[config.mk]
export PLATFORM = sky130hd
export DESIGN_NAME = max7219_ctrl_flat
export DESIGN_NICKNAME = d
export VERILOG_FILES = /design/src/rtl/max7219_pkg.sv /design/src/rtl/max7219_ctrl_if.sv /design/src/rtl/max7219_ctrl_spi_master.sv /design/src/rtl/max7219_ctrl.sv /design/src/flat_wrapper.sv
export SDC_FILE = /design/constraint.sdc
export NUM_CORES = 1
export LEC_CHECK = 0
export ABC_AREA = 1
export CORE_UTILIZATION = 63
export CTS_BUF_LIST = sky130_fd_sc_hd__clkbuf_8
export CTS_CLUSTER_SIZE = 40
export DETAILED_ROUTE_END_ITERATION = 10
export PLACE_DENSITY_LB_ADDON = 0.08
export SLEW_MARGIN = 40
export SYNTH_ARGS = -nofsm -noshare
export SYNTH_HDL_FRONTEND = slang
export SYNTH_SLANG_ARGS = --single-unit
[constraint.sdc]
create_clock -name clk -period 3.1 [get_ports clk]
set_clock_uncertainty 0.2 [all_clocks]
set_input_delay 0.93 -clock clk [delete_from_list [all_inputs] [get_ports clk]]
set_output_delay 0.93 -clock clk [all_outputs]
set_load 0.005 [all_outputs]
[src/rtl/max7219_pkg.sv]
// Shared constants for the MAX7219 display controller.
// Holds the device register addresses, the init-sequence data constants,
// the controller FSM state encoding and a frame-packing helper.
package max7219_pkg;

  // MAX7219 register addresses; only the low nibble travels in a frame.
  localparam logic [3:0] REG_DECODE    = 4'h9;
  localparam logic [3:0] REG_INTENSITY = 4'hA;
  localparam logic [3:0] REG_SCAN      = 4'hB;
  localparam logic [3:0] REG_SHUTDOWN  = 4'hC;
  localparam logic [3:0] REG_TEST      = 4'hF;

  // Data written during the init sequence.
  localparam logic [7:0] SHUTDOWN_OFF = 8'h01;  // normal operation
  localparam logic [7:0] TEST_OFF     = 8'h00;  // display test disabled

  // Number of frames in the init sequence.
  localparam logic [2:0] INIT_STEPS = 3'd5;

  typedef enum logic [2:0] {
    INIT_SEL,
    IDLE,
    CS_LOW,
    SEND_HI,
    WAIT_HI,
    SEND_LO,
    WAIT_LO,
    CS_HIGH
  } state_e;

  // 16-bit frame: {don't-care nibble, register address, data}.
  function automatic logic [15:0] mk_frame(input logic [3:0] addr, input logic [7:0] data);
    return {4'h0, addr, data};
  endfunction

endpackage

[src/rtl/max7219_ctrl_if.sv]
// Host/device bundle for the MAX7219 controller.
//   wr_en/wr_addr/wr_data : digit buffer write port (host -> controller)
//   intensity             : brightness level, sampled continuously
//   refresh               : pulse that marks every digit for resend
//   mosi/sck/cs_n         : serial lines toward the MAX7219
//   init_done/busy        : controller status
// master = host side, slave = controller side.
interface max7219_ctrl_if;
  logic       wr_en;
  logic [2:0] wr_addr;
  logic [7:0] wr_data;
  logic [3:0] intensity;
  logic       refresh;
  logic       mosi;
  logic       sck;
  logic       cs_n;
  logic       init_done;
  logic       busy;

  modport master (
    output wr_en, wr_addr, wr_data, intensity, refresh,
    input  mosi, sck, cs_n, init_done, busy
  );

  modport slave (
    input  wr_en, wr_addr, wr_data, intensity, refresh,
    output mosi, sck, cs_n, init_done, busy
  );
endinterface

[src/rtl/max7219_ctrl_spi_master.sv]
// Byte engine: shifts one byte out MSB first, two clk cycles per bit
// (sck low with mosi set up, then sck high for the device to sample).
//   clk, rst    : clock, synchronous active-high reset
//   start_i     : one-cycle start, accepted only while idle
//   data_in_i   : byte to send, sampled with start_i
//   new_data_o  : one-cycle pulse once the last bit has been clocked
//   sck_o       : serial clock, low whenever idle
//   mosi_o      : serial data, holds its last value while idle
module spi_master (
  input  logic       clk,
  input  logic       rst,
  input  logic       start_i,
  input  logic [7:0] data_in_i,
  output logic       new_data_o,
  output logic       sck_o,
  output logic       mosi_o
);

  logic       act_q, act_d;
  logic       ph_q, ph_d;
  logic [2:0] cnt_q, cnt_d;
  logic [7:0] sh_q, sh_d;
  logic       done_q, done_d;

  always_comb begin
    act_d  = act_q;
    ph_d   = ph_q;
    cnt_d  = cnt_q;
    sh_d   = sh_q;
    done_d = 1'b0;
    if (!act_q) begin
      if (start_i) begin
        act_d = 1'b1;
        ph_d  = 1'b0;
        cnt_d = 3'd7;
        sh_d  = data_in_i;
      end
    end else if (!ph_q) begin
      ph_d = 1'b1;
    end else begin
      ph_d = 1'b0;
      if (cnt_q == 3'd0) begin
        act_d  = 1'b0;
        done_d = 1'b1;
      end else begin
        cnt_d = cnt_q - 3'd1;
        // No shift after the last bit, so mosi does not move once idle.
        sh_d  = {sh_q[6:0], 1'b0};
      end
    end
  end

  always_ff @(posedge clk) begin
    if (rst) begin
      act_q  <= 1'b0;
      ph_q   <= 1'b0;
      cnt_q  <= 3'd0;
      sh_q   <= 8'h00;
      done_q <= 1'b0;
    end else begin
      act_q  <= act_d;
      ph_q   <= ph_d;
      cnt_q  <= cnt_d;
      sh_q   <= sh_d;
      done_q <= done_d;
    end
  end

  assign sck_o      = act_q & ph_q;
  assign mosi_o     = sh_q[7];
  assign new_data_o = done_q;

endmodule

[src/rtl/max7219_ctrl.sv]
// MAX7219 display controller. After reset it sends the five-frame init
// sequence, then keeps an 8-digit buffer in sync with the device, resending
// intensity whenever it differs from the last value sent.
//   clk, rst : clock, synchronous active-high reset
//   dev      : max7219_ctrl_if.slave (write port, intensity, refresh,
//              serial lines, init_done, busy)
module max7219_ctrl
  import max7219_pkg::*;
#(
  parameter logic [7:0]  DECODE_MODE = 8'h00,
  parameter logic [2:0]  SCAN_LIMIT  = 3'd7,
  parameter int unsigned CS_HOLD     = 4
) (
  input logic            clk,
  input logic            rst,
  max7219_ctrl_if.slave  dev
);

  localparam logic [7:0] HOLD_LAST = 8'(CS_HOLD - 1);

  state_e      state_q, state_d;
  logic [2:0]  step_q, step_d;
  logic        init_done_q, init_done_d;
  logic [15:0] frame_q, frame_d;
  logic [7:0]  hold_q, hold_d;
  logic [3:0]  last_int_q, last_int_d;
  logic [7:0]  digit_q [8];
  logic [7:0]  dirty_q, dirty_d, dirty_clr, dirty_set;
  logic        cs_n_q, busy_q;
  logic        frame_active_d;
  logic [2:0]  sel_idx;
  logic        sel_vld;
  logic        spi_start, spi_done, spi_sck, spi_mosi;
  logic [7:0]  spi_data;

  // Lowest-index dirty digit wins.
  always_comb begin
    sel_idx = 3'd0;
    sel_vld = 1'b0;
    for (int i = 7; i >= 0; i--) begin
      if (dirty_q[i]) begin
        sel_idx = 3'(i);
        sel_vld = 1'b1;
      end
    end
  end

  always_comb begin
    state_d     = state_q;
    step_d      = step_q;
    init_done_d = init_done_q;
    frame_d     = frame_q;
    hold_d      = hold_q;
    last_int_d  = last_int_q;
    dirty_clr   = 8'h00;
    spi_start   = 1'b0;
    spi_data    = frame_q[15:8];
    case (state_q)
      INIT_SEL: begin
        case (step_q)
          3'd0:    frame_d = mk_frame(REG_SHUTDOWN, SHUTDOWN_OFF);
          3'd1:    frame_d = mk_frame(REG_TEST, TEST_OFF);
          3'd2:    frame_d = mk_frame(REG_DECODE, DECODE_MODE);
          3'd3:    frame_d = mk_frame(REG_SCAN, {5'b0, SCAN_LIMIT});
          default: begin
            frame_d    = mk_frame(REG_INTENSITY, {4'h0, dev.intensity});
            last_int_d = dev.intensity;
          end
        endcase
        step_d  = step_q + 3'd1;
        state_d = CS_LOW;
      end
      IDLE: begin
        if (dev.intensity != last_int_q) begin
          frame_d    = mk_frame(REG_INTENSITY, {4'h0, dev.intensity});
          last_int_d = dev.intensity;
          state_d    = CS_LOW;
        end else if (sel_vld) begin
          // Digit n lives at device address n+1.
          frame_d            = mk_frame({1'b0, sel_idx} + 4'd1, digit_q[sel_idx]);
          dirty_clr[sel_idx] = 1'b1;
          state_d            = CS_LOW;
        end
      end
      CS_LOW:  state_d = SEND_HI;
      SEND_HI: begin
        spi_start = 1'b1;
        spi_data  = frame_q[15:8];
        state_d   = WAIT_HI;
      end
      WAIT_HI: if (spi_done) state_d = SEND_LO;
      SEND_LO: begin
        spi_start = 1'b1;
        spi_data  = frame_q[7:0];
        state_d   = WAIT_LO;
      end
      WAIT_LO: begin
        if (spi_done) begin
          hold_d  = 8'd0;
          state_d = CS_HIGH;
        end
      end
      CS_HIGH: begin
        hold_d = hold_q + 8'd1;
        if (hold_q == HOLD_LAST) begin
          hold_d = 8'd0;
          if (init_done_q) begin
            state_d = IDLE;
          end else if (step_q == INIT_STEPS) begin
            init_done_d = 1'b1;
            state_d     = IDLE;
          end else begin
            state_d = INIT_SEL;
          end
        end
      end
      default: state_d = INIT_SEL;
    endcase
  end

  // A new write or refresh overrides a clear landing in the same cycle.
  always_comb begin
    dirty_set = {8{dev.refresh}};
    if (dev.wr_en) dirty_set[dev.wr_addr] = 1'b1;
    dirty_d = (dirty_q & ~dirty_clr) | dirty_set;
  end

  assign frame_active_d = (state_d == CS_LOW) || (state_d == SEND_HI) || (state_d == WAIT_HI) ||
                          (state_d == SEND_LO) || (state_d == WAIT_LO);

  always_ff @(posedge clk) begin
    if (rst) begin
      state_q     <= INIT_SEL;
      step_q      <= 3'd0;
      init_done_q <= 1'b0;
      hold_q      <= 8'd0;
      last_int_q  <= 4'h0;
      dirty_q     <= 8'hFF;
      cs_n_q      <= 1'b1;
      busy_q      <= 1'b0;
    end else begin
      state_q     <= state_d;
      step_q      <= step_d;
      init_done_q <= init_done_d;
      hold_q      <= hold_d;
      last_int_q  <= last_int_d;
      dirty_q     <= dirty_d;
      cs_n_q      <= ~frame_active_d;
      busy_q      <= frame_active_d || (state_d == CS_HIGH);
    end
  end

  always_ff @(posedge clk) begin
    frame_q <= frame_d;
  end

  always_ff @(posedge clk) begin
    if (rst) begin
      for (int i = 0; i < 8; i++) digit_q[i] <= 8'h00;
    end else if (dev.wr_en) begin
      digit_q[dev.wr_addr] <= dev.wr_data;
    end
  end

  spi_master u_spi (
    .clk        (clk),
    .rst        (rst),
    .start_i    (spi_start),
    .data_in_i  (spi_data),
    .new_data_o (spi_done),
    .sck_o      (spi_sck),
    .mosi_o     (spi_mosi)
  );

  assign dev.sck       = spi_sck;
  assign dev.mosi      = spi_mosi;
  assign dev.cs_n      = cs_n_q;
  assign dev.busy      = busy_q;
  assign dev.init_done = init_done_q;

endmodule

[src/flat_wrapper.sv]
// flat-port wrapper written by rule: the top's interface ports become plain ports
module max7219_ctrl_flat import max7219_pkg::*;
#(
  parameter logic [7:0]  DECODE_MODE = 8'h00,
  parameter logic [2:0]  SCAN_LIMIT  = 3'd7,
  parameter int unsigned CS_HOLD     = 4
)
  (clk, rst, dev_wr_en, dev_wr_addr, dev_wr_data, dev_intensity, dev_refresh, dev_mosi, dev_sck, dev_cs_n, dev_init_done, dev_busy);
  max7219_ctrl_if dev_i ();
  input logic clk;
  input logic rst;
  input wire logic [$bits(dev_i.wr_en)-1:0] dev_wr_en;
  input wire logic [$bits(dev_i.wr_addr)-1:0] dev_wr_addr;
  input wire logic [$bits(dev_i.wr_data)-1:0] dev_wr_data;
  input wire logic [$bits(dev_i.intensity)-1:0] dev_intensity;
  input wire logic [$bits(dev_i.refresh)-1:0] dev_refresh;
  output wire logic [$bits(dev_i.mosi)-1:0] dev_mosi;
  output wire logic [$bits(dev_i.sck)-1:0] dev_sck;
  output wire logic [$bits(dev_i.cs_n)-1:0] dev_cs_n;
  output wire logic [$bits(dev_i.init_done)-1:0] dev_init_done;
  output wire logic [$bits(dev_i.busy)-1:0] dev_busy;
  assign dev_i.wr_en = dev_wr_en;
  assign dev_i.wr_addr = dev_wr_addr;
  assign dev_i.wr_data = dev_wr_data;
  assign dev_i.intensity = dev_intensity;
  assign dev_i.refresh = dev_refresh;
  assign dev_mosi = dev_i.mosi;
  assign dev_sck = dev_i.sck;
  assign dev_cs_n = dev_i.cs_n;
  assign dev_init_done = dev_i.init_done;
  assign dev_busy = dev_i.busy;
  max7219_ctrl #(.DECODE_MODE(DECODE_MODE), .SCAN_LIMIT(SCAN_LIMIT), .CS_HOLD(CS_HOLD)) u_core (.clk(clk), .rst(rst), .dev(dev_i));
endmodule
; Word level (Yosys, flattened, before mapping)
; Memory sizes are Yosys's and may differ from the RTL's.
; Cells that the tools add are included.
[totals]
register_bits = 59
ram_bits = 64
input_bits = 19
output_inout_bits = 5
word_cells = 148
n_memories = 1
[memory_table]
columns = name, depth, width, read_ports, rd_clocked_by_memory_dff, write_ports, line
row1 = u_core.digit_q, 8, 8, 1, 0, 8, max7219_ctrl.sv:27  ; logic [7:0] digit_q [8];
[classes]
add_sub_neg = 4
n_lt_le_gt_ge = 4
eq_ne = 25
n_mux = 70
bitwise = 8
reduce_logical = 22
[op_table]
columns = cell, n
row1 = $mux 8, 12
row2 = $mux 3, 19
row3 = $pmux 11 s4, 1
row4 = $mux 16, 2
row5 = $pmux 16 s2, 1
row6 = $mux 1, 28
row7 = $eq 3x3->1 const B, 9
row8 = $pmux 3 s8, 1
row9 = $eq 3x2->1 const B, 6
row10 = $or 8x8->8, 2
row11 = $pmux 8 s2, 1
row12 = $logic_not 3->1, 3
row13 = $add 8x1->8 const B, 1
row14 = $and 8x8->8, 1
row15 = $eq 8x2->1 const B, 1
row16 = $lt 3x4->1 const B, 2
row17 = $mux 4, 2
row18 = $not 8->8, 1
row19 = $pmux 4 s2, 1
row20 = $reduce_or 8->1, 1
row21 = $demux 1 s3, 2
row22 = $eq 3x1->1 const B, 2
row23 = $ge 3x1->1 const B, 2
row24 = $ne 2x2->1 const B, 3
row25 = other kinds (16), 29

; Longest topological paths before layout
[depth]
depth_word = 18
mapped_depth = 14

; By module
; Synthesis repeated with hierarchy kept, for this count alone.
[hier_totals]
cells_unflattened = 742
hier_area_um2 = 5949.5
[modules_own_cells]
columns = mod, instances, cells_each, area_each_um2, seq_area_each_um2
row1 = max7219_ctrl, 1, 627, 5210.0, 2862.7
row2 = spi_master, 1, 115, 739.5, 280.3

; Worst setup path before layout
; Ideal clock, no wire load.
[synth_path]
path_kind = input to register
from = input port dev_intensity[3]
to = register u_core.frame_q[0], enable pin
t_arrival_ps = 2062
t_required_ps = 2515
path_slack_ps = 453
cell_stages = 6
path_cell_list = xor2_1 > nor2_1 > nand2_1 > nor2_4 > buf_6 > a21oi_1
[synth_via]
elab_chain_cells = 3
[synth_lines]
columns = element, line
row1 = start: declaration, flat_wrapper.sv:15  ; input wire logic [$bits(dev_i.intensity)-1:0] dev_intensity;
row2 = $ne 4x4->1, max7219_ctrl.sv:74  ; if (dev.intensity != last_int_q) begin
row3 = $ne 3x1->1 (no source line), -
row4 = $reduce_and 2->1 (no source line), -
row5 = end signal: assignment, max7219_ctrl.sv:154  ; frame_q <= frame_d;
row6 = end: declaration, max7219_ctrl.sv:24  ; logic [15:0] frame_q, frame_d;
; No other way between the ends.
; A chain may end at the register's enable or synchronous reset.

; Worst setup path after layout
[layout_path]
from = register u_core.u_spi.act_q
to = output port dev_sck
[layout_via]
elab_chain_cells = 1
[layout_lines]
columns = element, line
row1 = start: declaration, max7219_ctrl_spi_master.sv:19  ; logic act_q, act_d;
row2 = start signal: assignment, max7219_ctrl_spi_master.sv:61  ; act_q <= act_d;
row3 = $and 1x1->1, max7219_ctrl_spi_master.sv:69  ; assign sck_o = act_q & ph_q;
row4 = end: declaration, flat_wrapper.sv:18  ; output wire logic [$bits(dev_i.sck)-1:0] dev_sck;
; No other way between the ends.

==> implementation parameters <==
Parameter                              Value

Power and ir drop
  Pwr per Cell Area    between 500 and 600 nW/um^2
  Worst vdd ir    0.407 mV
  Total power draw    between 3000 and 4000 uW
  Static power due to leakage    0.00275 uW

Floorplanning
  Floorplan core area    a little under 9000 um^2
  Die width    98.2 um
  Die height    98.2 um
  Number of cell rows    34
  Number of top-level pins    24
  Starting density of the core    0.660
  Full die area    9650 um^2

Yosys
  Post-synthesis async set-or-reset flop share    0
  Cell with the most instances after synthesis    sky130_fd_sc_hd__nand2_1
  Cell accounting for the most synthesized area    sky130_fd_sc_hd__edfxtp_1
  Synthesized netlist cell count    694
  Top FF cell, synth    sky130_fd_sc_hd__edfxtp_1
  Fraction of synthesized cell area taken by the top area cell type    0.391
  Post-synthesis instance area    about 5800 um^2
  Flip-flop and latch count after synthesis    between 100 and 150
  Number of library cell types mapped by synthesis    43
  Sequential element share of the synthesized area    0.539
  Main area contributors after synthesis    sky130_fd_sc_hd__edfxtp_1 (39%), sky130_fd_sc_hd__dfxtp_1 (15%), sky130_fd_sc_hd__nand2_1 (9.8%)
  Number of synthesized flops with an enable pin    between 70 and 80
  Syn Area/Cell    8.41 um^2
  Top cell types by occurrence after synthesis    sky130_fd_sc_hd__nand2_1 (153), sky130_fd_sc_hd__nor2_1 (118), sky130_fd_sc_hd__inv_1 (87)
  Syn Nets    722
  Synthesis Warnings    0

Placement
  Area after detailed placement    slightly above 6000 um^2
  Final HPWL from detailed placement    9050 um
  Dpl cells    820
  Count of input and output buffers    23
  RePlAce Congestion    roughly 0.94

Worst setup path
  Arrival time at the worst endpoint    ~1600 ps
  Crit Path Class    flip-flop to output port
  Startpoint kind of the worst setup timing path    flip-flop
  Delay of the slowest cell on the worst path    approximately 500 ps
  Worst r2r dst    u_core.frame_q[7]
  Worst flop-to-flop path startpoint    u_core.dirty_q[0]
  Total buffers and inverters traversed by the critical path    2
  Library cell contributing the largest single delay on the critical path    sky130_fd_sc_hd__dfxtp_1
  Top cell family by delay on the critical path    buffers and inverters
  Required time of the worst setup path    roughly 2000 ps
  Critical path endpoint category    output port
  Ordered list of cells on the worst path    nand2_1 > inv_1 > clkdlybuf4s50_1
  Worst reg-to-reg path cell count    8
  R2R Setup Slk    about 890 ps
  Worst Path Max Fanout    9

Clock network
  Clock Tree Root    sky130_fd_sc_hd__clkbuf_8
  Clock network latency to the later pin of the worst-skew pair    430 ps
  Clock tree buffer depth    2
  Resized cells post-CTS    0
  Clock tree from TritonCTS    built
  Maximum level of the CTS H-tree    4
  Clock edge transition at the registers on the reported setup and hold paths    approximately 70 ps
  Number of buffers added by the clock tree synthesis step    17
  Number of sinks handled by clock tree synthesis    approximately 120
  Setup Buffers After CTS    0
  Number of hold buffers added after cts    0

STA
  Maximum achievable frequency    372 MHz
  Clock period minus worst slack    2690 ps
  Worst slew slack as a fraction of its limit    0.602
  Setup repair after global routing missed its margin    false
  Tightest Pin Transition    596 ps
  Final setup violation count    0
  Hold_ws    between 200 and 300 ps
  Post-route fraction of the period consumed by the critical path    0.867
  Final hold violations    0
  Setup TNS    0 ps
  Number of max-slew violations in the final report    0

Route
  Wire length per cell    between 10 and 15 um
  Final wirelength    approximately 13000 um
  Number of nets with antenna violations after routing    0
  DRC violation count after routing    0
  Number of detailed-route iterations in the first pass    7
  Via total after detailed routing    4700
  Routed vias/inst    about 5.5
  Iter 0 DRT Violations    ~300

Layout
  Antenna cell count    0
  Layout area overhead    12.9%
  Final instance area    6590 um^2
  Count of non-filler cells in the finished layout    approximately 850
  Nets    ~760
  Share of cells above drive strength 1    0.103

Job
  Count of max-cap constraint violations    0

Global route
  Sum of overflow across all layers after global routing    0
  Number of global-route vias before repair    around 4600
  Global-route wire length before repair    20900 um
  Initial antenna violation count    0
  Largest net degree at the start of global routing    24
  Global-route usage over all layers    0.281

Min path
  Hold Path Sink    u_core.u_spi.sh_q[6]
  Hold path startpoint    u_core.u_spi.sh_q[5]
  Worst hold stages    2
  Type of the worst min-delay path    flip-flop to flip-flop

Status
  Run status    completed
## flip-flops by register name, indices dropped and copies added, names as in the netlist
name,cells
u_core.dev.init_done,1
u_core.dev.cs_n,1
u_core.u_spi.act_q,1
u_core.u_spi.ph_q,1
u_core.u_spi.new_data_o,1
u_core.frame_q,12
u_core.u_spi.sh_q,8
u_core.digit_q,64
u_core.hold_q,8
u_core.state_q,3
u_core.u_spi.cnt_q,3
u_core.step_q,3
u_core.last_int_q,4
u_core.dev.busy,1
u_core.dirty_q,8
## area by class of cell
cell class              instances  area [um^2]
repair buffers                 35          320
inverters                     104          393
multi-input cells             454         2200
clock buffers                  17          234
flip-flops and latches        119         3140
well taps                     108          135
fillers                       661         2260
clock inverters                15          163
## routing by layer
layer | vias up | track usage | share of wire
met1 | 2156 | 0.315 | 0.40
met3 | 36 | 0.0737 | 0.058
met4 | 0 | 0.139 | 0.027
met5 | - | 0 | 0
li1 | 2338 | - | -
met2 | 170 | 0.497 | 0.52
## worst max-delay path by stage
stage,startpoint,to,depth (start not counted)
5_1_grt,u_core.u_spi.act_q,dev_sck,3
6_report,u_core.u_spi.act_q,dev_sck,3
2_1_floorplan,dev_intensity[3],u_core.frame_q[0],6
3_5_place_dp,dev_intensity[1],u_core.frame_q[9],9
3_3_place_gp,dev_intensity[3],u_core.frame_q[7],6
4_1_cts,u_core.u_spi.act_q,dev_sck,3
## tightest hold or removal path, delay by kind of cell (launching register included)
| family | cells | cell delay [ps] |
|---|---|---|
| AOI/OAI and AO/OA | 1 | 70 |
| DFF | 1 | 310 |
| and+or+nand+nor | 1 | 50 |
## placed cells by master, fill, tap and decap left out, types with 2 or more instances in the layout
master | Yosys | routed
sky130_fd_sc_hd__dfxtp_1 | 43 | 43
sky130_fd_sc_hd__nand2_1 | 153 | 153
sky130_fd_sc_hd__nand3_2 | 2 | 2
sky130_fd_sc_hd__inv_2 | 13 | 13
sky130_fd_sc_hd__nor2_2 | 3 | 3
sky130_fd_sc_hd__buf_4 | 4 | 12
sky130_fd_sc_hd__inv_1 | 87 | 89
sky130_fd_sc_hd__nand4_1 | 5 | 5
sky130_fd_sc_hd__nand3b_1 | 7 | 7
sky130_fd_sc_hd__nand3_1 | 61 | 61
sky130_fd_sc_hd__a31oi_1 | 6 | 6
sky130_fd_sc_hd__a211oi_1 | 7 | 7
sky130_fd_sc_hd__o21ai_1 | 11 | 11
sky130_fd_sc_hd__a21oi_1 | 17 | 16
sky130_fd_sc_hd__edfxtp_1 | 76 | 76
sky130_fd_sc_hd__nor2_4 | 2 | 2
sky130_fd_sc_hd__xor2_1 | 5 | 5
sky130_fd_sc_hd__clkbuf_8 | 0 | 17
sky130_fd_sc_hd__bufinv_16 | 0 | 3
sky130_fd_sc_hd__o211ai_2 | 3 | 3
sky130_fd_sc_hd__a221oi_1 | 2 | 2
sky130_fd_sc_hd__ha_1 | 9 | 9
sky130_fd_sc_hd__clkinv_2 | 0 | 3
sky130_fd_sc_hd__nor2_1 | 118 | 118
sky130_fd_sc_hd__o21ai_0 | 22 | 22
sky130_fd_sc_hd__o22ai_1 | 2 | 2
sky130_fd_sc_hd__clkinvlp_4 | 0 | 5
sky130_fd_sc_hd__a21oi_2 | 4 | 5
sky130_fd_sc_hd__nand2_2 | 3 | 3
sky130_fd_sc_hd__clkdlybuf4s50_1 | 0 | 23
sky130_fd_sc_hd__clkinv_1 | 3 | 4
sky130_fd_sc_hd__nor3_1 | 2 | 2
## through the flow
stage                     setup WS [ps]   util
after floorplan                     453      -
after global placement            -85.5  0.699
after detailed placement            155  0.700
after CTS                           406  0.744
after global routing                332  0.744
final                               413  0.744
## kinds of logic after synthesis
| logic type | count (synthesis) | share of synthesized area |
|---|---|---|
| compound gates | 79 | 0.0851 |
| flops | 119 | 0.539 |
| fa+ha+maj | 9 | 0.0193 |
| xor+xnor | 5 | 0.00750 |
| simple gates | 361 | 0.264 |
| buf+inv | 121 | 0.0851 |
## report_power, final
group | internal, uW | switching [uW]
registers | 1820 | 50.5
clock network | 782 | 632
logic | 145 | 246
No activity file was read; power rests on OpenSTA's default activity.
